===== src/rtl/seq_mult_pkg.sv =====
// seq_mult_pkg: shared state encoding and sizing helper for the sequential multiplier
package seq_mult_pkg;
  typedef enum logic [1:0] {IDLE, RUN, DONE} state_t;
  function automatic int clog2(input int n);
    return $clog2(n);
  endfunction
endpackage


===== src/rtl/seq_mult_if.sv =====
// seq_mult_if: operand/result handshake bundle between the issuing datapath and the multiplier
interface seq_mult_if #(parameter int WIDTH = 16);
  logic in_valid;
  logic in_ready;
  logic [WIDTH-1:0] x;
  logic [WIDTH-1:0] y;
  logic sgn;
  logic [2*WIDTH-1:0] p;
  logic out_valid;
  logic out_ready;
  modport master (output in_valid, x, y, sgn, out_ready, input in_ready, p, out_valid);
  modport slave (input in_valid, x, y, sgn, out_ready, output in_ready, p, out_valid);
endinterface


===== src/rtl/seq_mult_cond_negate.sv =====
// cond_negate: two's-complement negation of i_in when i_en is set, pass-through otherwise
module cond_negate #(parameter int N = 16) (
  input  logic         i_en,
  input  logic [N-1:0] i_in,
  output logic [N-1:0] o_out
);
  assign o_out = i_en ? -i_in : i_in;
endmodule


===== src/rtl/seq_mult.sv =====
// seq_mult: shift-add multiplier, one partial-product bit per cycle, signed or unsigned operands
module seq_mult import seq_mult_pkg::*; #(parameter int WIDTH = 16) (
  input logic clk,
  input logic res_n,
  seq_mult_if.slave bus
);
  localparam int CW = clog2(WIDTH + 1);
  state_t r_state;
  logic r_in_ready;
  logic r_out_valid;
  logic r_neg;
  logic [WIDTH-1:0] r_mx;
  logic [WIDTH-1:0] r_my;
  logic [WIDTH-1:0] r_acc;
  logic [CW-1:0] r_cnt;
  logic [2*WIDTH-1:0] r_p;
  logic [WIDTH-1:0] w_mx;
  logic [WIDTH-1:0] w_my;
  logic [WIDTH:0] w_sum;
  logic [2*WIDTH-1:0] w_mag;
  logic [2*WIDTH-1:0] w_res;
  cond_negate #(.N(WIDTH)) u_neg_x (.i_en(bus.sgn & bus.x[WIDTH-1]), .i_in(bus.x), .o_out(w_mx));
  cond_negate #(.N(WIDTH)) u_neg_y (.i_en(bus.sgn & bus.y[WIDTH-1]), .i_in(bus.y), .o_out(w_my));
  assign w_sum = {1'b0, r_acc} + (r_my[0] ? {1'b0, r_mx} : '0);
  assign w_mag = {w_sum, r_my[WIDTH-1:1]};
  cond_negate #(.N(2*WIDTH)) u_neg_p (.i_en(r_neg), .i_in(w_mag), .o_out(w_res));
  assign bus.in_ready = r_in_ready;
  assign bus.out_valid = r_out_valid;
  assign bus.p = r_p;
  // control FSM plus shift/add datapath; the shifted {carry,acc,my} pair is the running product
  always_ff @(posedge clk or negedge res_n) begin
    if (!res_n) begin
      r_state <= IDLE;
      r_in_ready <= 1'b1;
      r_out_valid <= 1'b0;
      r_neg <= 1'b0;
      r_mx <= '0;
      r_my <= '0;
      r_acc <= '0;
      r_cnt <= '0;
      r_p <= '0;
    end else begin
      case (r_state)
        IDLE: if (bus.in_valid) begin
          r_mx <= w_mx;
          r_my <= w_my;
          r_neg <= bus.sgn & (bus.x[WIDTH-1] ^ bus.y[WIDTH-1]);
          r_acc <= '0;
          r_cnt <= CW'(WIDTH);
          r_in_ready <= 1'b0;
          r_state <= RUN;
        end
        RUN: begin
          r_acc <= w_sum[WIDTH:1];
          r_my <= w_mag[WIDTH-1:0];
          r_cnt <= r_cnt - CW'(1);
          if (r_cnt == CW'(1)) begin
            r_p <= w_res;
            r_out_valid <= 1'b1;
            r_state <= DONE;
          end
        end
        DONE: if (bus.out_ready) begin
          r_out_valid <= 1'b0;
          r_in_ready <= 1'b1;
          r_state <= IDLE;
        end
        default: r_state <= IDLE;
      endcase
    end
  end
endmodule


===== src/flat_wrapper.sv =====
// flat-port wrapper written by rule: the top's interface ports become plain ports
module seq_mult_flat import seq_mult_pkg::*;
#(parameter int WIDTH = 16)
  (clk, res_n, bus_in_valid, bus_x, bus_y, bus_sgn, bus_out_ready, bus_in_ready, bus_p, bus_out_valid);
  seq_mult_if #(.WIDTH(WIDTH)) bus_i ();
  input logic clk;
  input logic res_n;
  input wire logic [$bits(bus_i.in_valid)-1:0] bus_in_valid;
  input wire logic [$bits(bus_i.x)-1:0] bus_x;
  input wire logic [$bits(bus_i.y)-1:0] bus_y;
  input wire logic [$bits(bus_i.sgn)-1:0] bus_sgn;
  input wire logic [$bits(bus_i.out_ready)-1:0] bus_out_ready;
  output wire logic [$bits(bus_i.in_ready)-1:0] bus_in_ready;
  output wire logic [$bits(bus_i.p)-1:0] bus_p;
  output wire logic [$bits(bus_i.out_valid)-1:0] bus_out_valid;
  assign bus_i.in_valid = bus_in_valid;
  assign bus_i.x = bus_x;
  assign bus_i.y = bus_y;
  assign bus_i.sgn = bus_sgn;
  assign bus_i.out_ready = bus_out_ready;
  assign bus_in_ready = bus_i.in_ready;
  assign bus_p = bus_i.p;
  assign bus_out_valid = bus_i.out_valid;
  seq_mult #(.WIDTH(WIDTH)) u_core (.clk(clk), .res_n(res_n), .bus(bus_i));
endmodule

===== config.mk =====
export PLATFORM = sky130hd
export DESIGN_NAME = seq_mult_flat
export DESIGN_NICKNAME = d
export VERILOG_FILES = /design/src/rtl/seq_mult_pkg.sv /design/src/rtl/seq_mult_if.sv /design/src/rtl/seq_mult_cond_negate.sv /design/src/rtl/seq_mult.sv /design/src/flat_wrapper.sv
export SDC_FILE = /design/constraint.sdc
export NUM_CORES = 1
export LEC_CHECK = 0
export ABC_AREA = 1
export BUFFER_PORTS_ARGS = -buffer_cell sky130_fd_sc_hd__buf_4
export CORE_MARGIN = 4
export CORE_UTILIZATION = 30
export CTS_CLUSTER_SIZE = 12
export DETAILED_ROUTE_END_ITERATION = 8
export MAX_ROUTING_LAYER = met4
export PLACE_DENSITY = 0.53
export REMOVE_ABC_BUFFERS = 1
export SLEW_MARGIN = 25
export SYNTH_ARGS = -nofsm -noshare
export SYNTH_HDL_FRONTEND = slang
export SYNTH_SLANG_ARGS = --single-unit

===== constraint.sdc =====
create_clock -name clk -period 5.2 [get_ports clk]
set_clock_uncertainty 0.05 [all_clocks]
set_input_delay 1.04 -clock clk [delete_from_list [all_inputs] [get_ports clk]]
set_output_delay 1.04 -clock clk [all_outputs]
set_load 0.02 [all_outputs]

==> results by group, run 1 <==
Outcome
  • Status: completed

Floorplan
  • Number of I/O pins: 71
  • Core footprint: 20,200 sq um
  • Row cnt: 52
  • Starting Density: 0.304
  • Die width: 151 um
  • Die height: approximately 150 um
  • Die Footprint: 22,800 sq um

STA
  • Final Hold Fails: 0
  • Fmax achieved: roughly 340 MHz
  • Final worst path period share: 0.568
  • Worst-margin pin slew: around 0.9 ns
  • Relative slew slack: 0.398
  • RSZ-0062 raised after global routing: false
  • Fin Hold WS: around 0.42 ns
  • Tmin final: slightly below 3 ns
  • Final setup fails: 0
  • Max Transition Viols Final: 0
  • Fin Setup TNS: 0 ns

Hold path
  • WHS Path Cells: 2
  • Worst Min Path Start: u_core.bus.in_ready$_DFFE_PN1P_
  • WHS Endpoint: u_core.bus.in_ready$_DFFE_PN1P_
  • Hold WC Path Type: flip-flop to flip-flop

Place
  • Gpl congestion: slightly below 0.9
  • Placed wire-length estimate: between 10 and 15 mm
  • Dpl cell area: 6910 sq um
  • I/O Buffers: 70

Final layout
  • Multi-input logic area: 3340 sq um
  • Post-route design area: roughly 7200 sq um
  • Fillcell total: 2,211
  • Share of cells above drive strength 1: 0.152
  • Sequential cell area: between 2000 and 2500 sq um
  • Final Util: 0.358
  • Final nets: roughly 980
  • Post-synthesis to final-layout area growth: 17.8%
  • ANT cells: 0

Synth
  • Mapped Area: between 6000 and 7000 sq um
  • EDFF count, synth: 0
  • Avg Inst Size Synth: 7.11 sq um
  • Post-synthesis cell count: between 800 and 900
  • Ys Warns: 0
  • Sequential-to-total area share from yosys stat: 0.368
  • Yosys top cell by area: dfrtp_1
  • Yosys cell types: 42
  • Top cell types by occurrence after synthesis: 247 x nand2_1, 104 x inv_1, 89 x dfrtp_1
  • Yosys reg bits: 90
  • Top cells by area, synth: dfrtp_1 36%, nand2_1 15%, inv_1 6.4%, o21ai_0 5.9%, xor2_1 5.4%
  • Post-synthesis async set-or-reset flop share: 1.00
  • Most common cell in the netlist: nand2_1
  • Post-synth top flop: dfrtp_1
  • Top cell type's share of synthesized area: 0.363

CTS
  • Post-CTS Hold Buffers: 0
  • Skew-Pair Late Insertion Delay: 0.35 ns
  • CTS max path bufs: 2
  • Post-CTS setup buffer count: 0
  • Clock Pin Slew Worst Setup and Hold Paths: ~0.060 ns
  • Post-CTS resize count: 0
  • CTS tree: built
  • Clock Tree Root: clkbuf_16
  • Sink Count: 90
  • H-tree levels: 3
  • CTS Buf Count: 9

Power
  • Total power: 4550 uW
  • Leakage: approximately 0.0037 uW
  • Sequential Power Share: 0.285
  • Clk network pwr share: 0.155
  • Net switching power: roughly 2200 uW
  • Max VDD drop: 176 uV
  • Pwr per Cell Area: between 600 and 700 nW/um^2
  • Pint: approximately 2400 uW
  • Gate power share: 0.560
  • Sw Share: 0.481

Routing
  • Antenna Nets Post-Route: 0
  • Post-DR wirelength/cell: between 10 and 15 um
  • Via density: around 4.6
  • 1st-iter DRT viols: 380
  • DRC: 0
  • Via count: around 5,400
  • Detailed Routing Iterations Pass 1: 5
  • Routed wire length: between 15 and 20 mm

Setup path
  • Critical Path RT: between 5 and 6 ns
  • Crit Path Max Fanout: 17
  • R2r startpoint: u_core.r_my[0]$_DFFE_PN0P_
  • Worst r2r dst: u_core.bus.p[29]$_DFFE_PN0P_
  • Worst reg-to-reg path cell count: 18
  • CP Class: flip-flop to flip-flop
  • Worst path slowest cell: dfrtp_1
  • Crit-path cells: nand2_1 -> inv_1 -> ha_1 -> fa_1 -> nand2_1 -> nand2_1 -> nand4_1 -> nand2_1 -> nand2_1 -> nand2_1 -> nand2_1 -> nand2_1 -> nor2_2 -> nand3_1 -> nand2_1 -> nand2_1 -> nand3_1 -> nand2_1
  • R2R Setup Slk: 2.25 ns
  • Most used cell, CP: nand2_1
  • Worst setup EP type: flip-flop
  • CP arrival: between 3 and 4 ns
  • Crit path largest cell delay: 0.58 ns
  • Crit path launch type: flip-flop

Global route
  • First-pass GRT wire length: ~27 mm
  • Initial antenna violation count: 0
  • Tot GR Track Use: 0.150
  • Largest net degree at the start of global routing: 58
  • Vias in the first global route: approximately 5,200
  • Total gr overflow: 0

Job
  • Total of max-cap violations: 0
==> layout by cell type, fill, tap and decap left out, types with 6 or more instances in the layout <==
master / Yosys / final
nor3_1: 6 / 6
inv_1: 104 / 104
xor2_1: 38 / 38
buf_4: 0 / 73
inv_2: 7 / 7
a21oi_1: 21 / 21
dfrtp_1: 89 / 89
a22oi_1: 10 / 10
clkbuf_16: 0 / 9
xnor2_1: 8 / 8
o21ai_0: 72 / 72
ha_1: 21 / 21
o21ai_1: 9 / 9
nor2_1: 67 / 66
nand2_1: 247 / 247
nand2_2: 23 / 23
nor2_2: 7 / 8
nand3_1: 55 / 55
==> layout make-up <==
| cell class | count | share of cell area |
|---|---|---|
| clock buffers | 10 | 0.0317 |
| clock inverters | 5 | 0.0109 |
| inverters | 114 | 0.0593 |
| multi-input cells | 634 | 0.463 |
| flip-flops and latches | 90 | 0.312 |
| well taps | 270 | 0.0468 |
| repair buffers | 73 | 0.0759 |
==> worst max-delay path: cells and delay by family, from the launching register on <==
family | cells | cell delay [ns]
adders and majority gates | 2 | 0.67
buffers and inverters | 1 | 0.07
and+or+nand+nor | 15 | 1.45
DFF | 1 | 0.58
==> worst max path at each step <==
| stage | from | to | cells after the start |
|---|---|---|---|
| floorplan | bus_in_valid | u_core.r_my[15]$_DFFE_PN0P_ | 6 |
| global placement | bus_in_valid | u_core.r_my[15]$_DFFE_PN0P_ | 8 |
| detailed placement | bus_in_valid | u_core.r_my[15]$_DFFE_PN0P_ | 8 |
| CTS | u_core.r_my[0]$_DFFE_PN0P_ | u_core.bus.p[29]$_DFFE_PN0P_ | 18 |
| global route | u_core.r_my[0]$_DFFE_PN0P_ | u_core.bus.p[28]$_DFFE_PN0P_ | 17 |
| finish | u_core.r_my[0]$_DFFE_PN0P_ | u_core.bus.p[29]$_DFFE_PN0P_ | 18 |
==> metrics by stage <==
step	worst slack, ns	instances
2_1_floorplan	1.55	838
3_3_place_gp	2.13	1181
3_5_place_dp	2.09	1181
4_1_cts	2.24	1196
5_1_grt	1.97	1196
6_report	2.25	1196
==> state kept, by name (all words and copies together) (netlist names) <==
register and cells:
u_core.bus.in_ready 1, u_core.r_acc 16, u_core.r_neg 1, u_core.r_state 2, u_core.bus.p 32, u_core.r_my 16, u_core.r_cnt 5, u_core.bus.out_valid 1
u_core.r_mx 16
==> kinds of logic after synthesis <==
kind of cell | count (synthesis) | synth area share
DFF | 90 | 0.368
AOI/OAI and AO/OA | 132 | 0.121
adders and majority gates | 22 | 0.0461
buffers and inverters | 138 | 0.0872
xor gates and xnor gates | 46 | 0.0657
muxes | 1 | 0.00163
and+or+nand+nor | 433 | 0.311
==> power by group through the flow <==
| stage | Clock, uW | Combinational, uW | Sequential (uW) |
|---|---|---|---|
| 6_report | 705 | 2540 | 1300 |
| 5_1_grt | 748 | 2920 | 1350 |
| 4_1_cts | 724 | 2560 | 1300 |
| 3_5_place_dp | 0 | 2550 | 1310 |
| 3_3_place_gp | 0 | 2530 | 1310 |
| 2_1_floorplan | 0 | 1690 | 1380 |
==> per-layer routing <==
metal  global-route usage  vias up  share of wire
li1                     -     2877              -
met1                0.227     2448           0.53
met2                0.209      105           0.41
met3               0.0192       14          0.039
met4               0.0408        0          0.013
met5                    -        -              0
No activity file was read; power rests on OpenSTA's default activity.
==> inputs of run 2 (changes only) <==
--- a/config.mk
+++ b/config.mk
@@ -12,7 +12,7 @@
 export CTS_CLUSTER_SIZE = 12
 export DETAILED_ROUTE_END_ITERATION = 8
 export MAX_ROUTING_LAYER = met4
-export PLACE_DENSITY = 0.53
+export PLACE_DENSITY = 0.54
 export REMOVE_ABC_BUFFERS = 1
 export SLEW_MARGIN = 25
 export SYNTH_ARGS = -nofsm -noshare
==> constraint.sdc (replaced) <==
create_clock -name clk -period 2.5 [get_ports clk]
set_clock_uncertainty 0.05 [all_clocks]
set_input_delay 0.5 -clock clk [delete_from_list [all_inputs] [get_ports clk]]
set_output_delay 0.5 -clock clk [all_outputs]
set_load 0.02 [all_outputs]
==> results by group, run 2 (synthesis results as in run 1) <==
Outcome
  • Status: finished with violations
  • Failing checks: hold timing, setup timing

Final layout
  • Sequential cell area: 2250 sq um (about the same)
  • Post-route design area: 7940 sq um (+9.9%)
  • Most common cell after layout, fill and taps aside: nand2_1
  • Final nets: 1,031 (+5.1%)
  • Post-synthesis to final-layout area growth: 29.5%
  • Fillcell total: 2,143 (-3.1%)
  • Max reg flops: 32 (unchanged)
  • ANT cells: 0 (unchanged)
  • Multi-input logic area: 3670 sq um (+9.7%)
  • Share of cells above drive strength 1: 0.252 (+0.0995)
  • Final Util: 0.393 (+0.0355)
  • Commonest non-fill, non-tap cells in the layout: 234 x nand2_1, 121 x buf_4, 103 x inv_1

Global route
  • First-pass GRT wire length: 26.9 mm (+0.44%)
  • Largest net degree at the start of global routing: 66 (+14%)
  • Total gr overflow: 0 (unchanged)
  • Tot GR Track Use: 0.151 (+0.000787)
  • Vias in the first global route: 5,306 (+2.2%)
  • Initial antenna violation count: 0 (unchanged)

STA
  • Worst-margin pin slew: 0.852 ns (-0.0486 ns)
  • Tmin final: 2.51 ns (-0.440 ns)
  • Final Hold Fails: 2 (+2)
  • Fin Hold WS: -0.00159 ns (-0.417 ns)
  • Final setup fails: 1 (+1)
  • Max Transition Viols Final: 0 (unchanged)
  • Relative slew slack: 0.432 (+0.0346)
  • RSZ-0062 raised after global routing: true
  • Fmax achieved: 398 MHz (+18%)
  • Final worst path period share: 1.01 (+0.437)
  • Fin Setup TNS: -0.0127 ns (-0.0127 ns)
  • Setup WS post-layout: -0.0127 ns (-2.26 ns)

Setup path
  • Worst reg-to-reg path cell count: 14 (-4)
  • R2r startpoint: u_core.r_my[0]$_DFFE_PN0P_
  • Crit Path Max Fanout: 4 (-13)
  • Worst r2r dst: u_core.bus.p[22]$_DFFE_PN0P_
  • R2R Setup Slk: -0.01 ns (-2.26 ns)
  • Crit path launch type: flip-flop
  • CP Class: flip-flop to flip-flop
  • Worst setup EP type: flip-flop
  • Critical Path RT: 2.65 ns (-2.74 ns)
  • CP arrival: 2.66 ns (-0.48 ns)

Power
  • Leakage: 0.00398 uW (+6.7%)
  • Pwr per Cell Area: 1370 nW/um^2 (+120%)
  • Max VDD drop: 418 uV (+140%)

CTS
  • Clock Tree Root: clkbuf_16
  • CTS Buf Count: 9 (unchanged)
  • Skew-Pair Late Insertion Delay: 0.36 ns (about the same)
  • Sink Count: 90 (unchanged)
  • H-tree levels: 3 (unchanged)
  • CTS tree: built
  • Clock Pin Slew Worst Setup and Hold Paths: 0.07 ns (about the same)
  • CTS max path bufs: 2 (unchanged)

Routing
  • WL met1: 8.72 mm (+2.4%)
  • Detailed Routing Iterations Pass 1: 5 (unchanged)
  • Met2 Routed Length: 7.11 mm (+7.3%)
  • Via count: 5,685 (+4.4%)
  • DRC: 0 (unchanged)
  • Post-DR wirelength/cell: 13.3 um (-0.49%)
  • Metal3 WL: 518 um (-17%)
  • Antenna Nets Post-Route: 0 (unchanged)
  • Routed wire length: 16.6 mm (+3.8%)
  • 1st-iter DRT viols: 302 (-21%)
  • Top sig layer: met4
  • Via density: 4.56 (+0.16%)

Place
  • Dpl cell area: 7250 sq um (+4.9%)
  • Gpl congestion: 0.880 (-0.68%)
  • I/O Buffers: 70 (unchanged)
  • Placed wire-length estimate: 12.6 mm (+1.7%)

Floorplan
  • Die height: 151 um (unchanged)
  • Row cnt: 52 (unchanged)
  • Starting Density: 0.304 (unchanged)
  • Die width: 151 um (unchanged)
  • Number of I/O pins: 71 (unchanged)
  • Core footprint: 20,200 sq um (unchanged)
  • Die Footprint: 22,800 sq um (unchanged)

Hold path
  • Hold WC Path Type: input port to asynchronous set/reset pin

Job
  • Total of max-cap violations: 0 (unchanged)
[run 2: power by group]
group | leakage, uW | switching [uW] | internal, uW | total [uW]
registers | 0.00112 | 541 | 2140 | 2680
logic | 0.00271 | 3930 | 2880 | 6800
clock network | 0.000142 | 608 | 808 | 1420
[run 2: routing by layer]
layer  global-route usage  vias up
met5                    -        -
met3               0.0153       13
li1                     -     2967
met4               0.0449        0
met1                0.228     2621
met2                0.212       84
[run 2: worst max path at each step]
| stage | start | cells past startpoint | slack [ns] | end |
|---|---|---|---|---|
| 2_1_floorplan | bus_in_valid | 6 | -0.61 | u_core.r_my[15]$_DFFE_PN0P_ |
| 3_3_place_gp | u_core.r_my[0]$_DFFE_PN0P_ | 16 | -0.04 | u_core.bus.p[27]$_DFFE_PN0P_ |
| 3_5_place_dp | u_core.r_my[0]$_DFFE_PN0P_ | 16 | -0.08 | u_core.bus.p[25]$_DFFE_PN0P_ |
| 4_1_cts | u_core.r_my[0]$_DFFE_PN0P_ | 15 | 0.004 | u_core.bus.p[27]$_DFFE_PN0P_ |
| 5_1_grt | u_core.r_my[0]$_DFFE_PN0P_ | 19 | -0.15 | u_core.bus.p[28]$_DFFE_PN0P_ |
| 6_report | u_core.r_my[0]$_DFFE_PN0P_ | 14 | -0.01 | u_core.bus.p[22]$_DFFE_PN0P_ |
[run 2: final cells by class]
type	instances	area share
clock buffer	11	0.0306
clock inverter	5	0.00788
inverter	114	0.0539
multi-input combinational	634	0.462
sequential	90	0.284
tap	270	0.0426
timing repair buffer	123	0.118
[run 2: what timing repair did]
action                                  CTS  global route
pin swaps                                 2            22
endpoints found under the setup margin    9            12
buffers inserted                          0             5
hold buffers                              0             0
gates resized for setup                  11            64
cloned                                    0             1
[run 2: worst max-delay path, stage by stage, from the launching register on]
cell and delay, ns:
dfrtp_2 0.44, nand2_1 0.07, inv_1 0.04, ha_2 0.18, fa_2 0.42, nand2_4 0.11
a21oi_4 0.08, xnor2_2 0.18, nand2_1 0.09, nor2_2 0.15, nand2_2 0.11, buf_4 0.15
nand2_1 0.06, xor2_1 0.15, o21ai_0 0.08
[run 2: metrics by stage]
stage	setup slack (ns)	total power, uW	std cells
floorplan	-0.610	6380	838
global placement	-0.0359	8680	1225
detailed placement	-0.0811	8740	1225
CTS	0.00396	10300	1241
global route	-0.153	11900	1247
finish	-0.0127	10900	1247
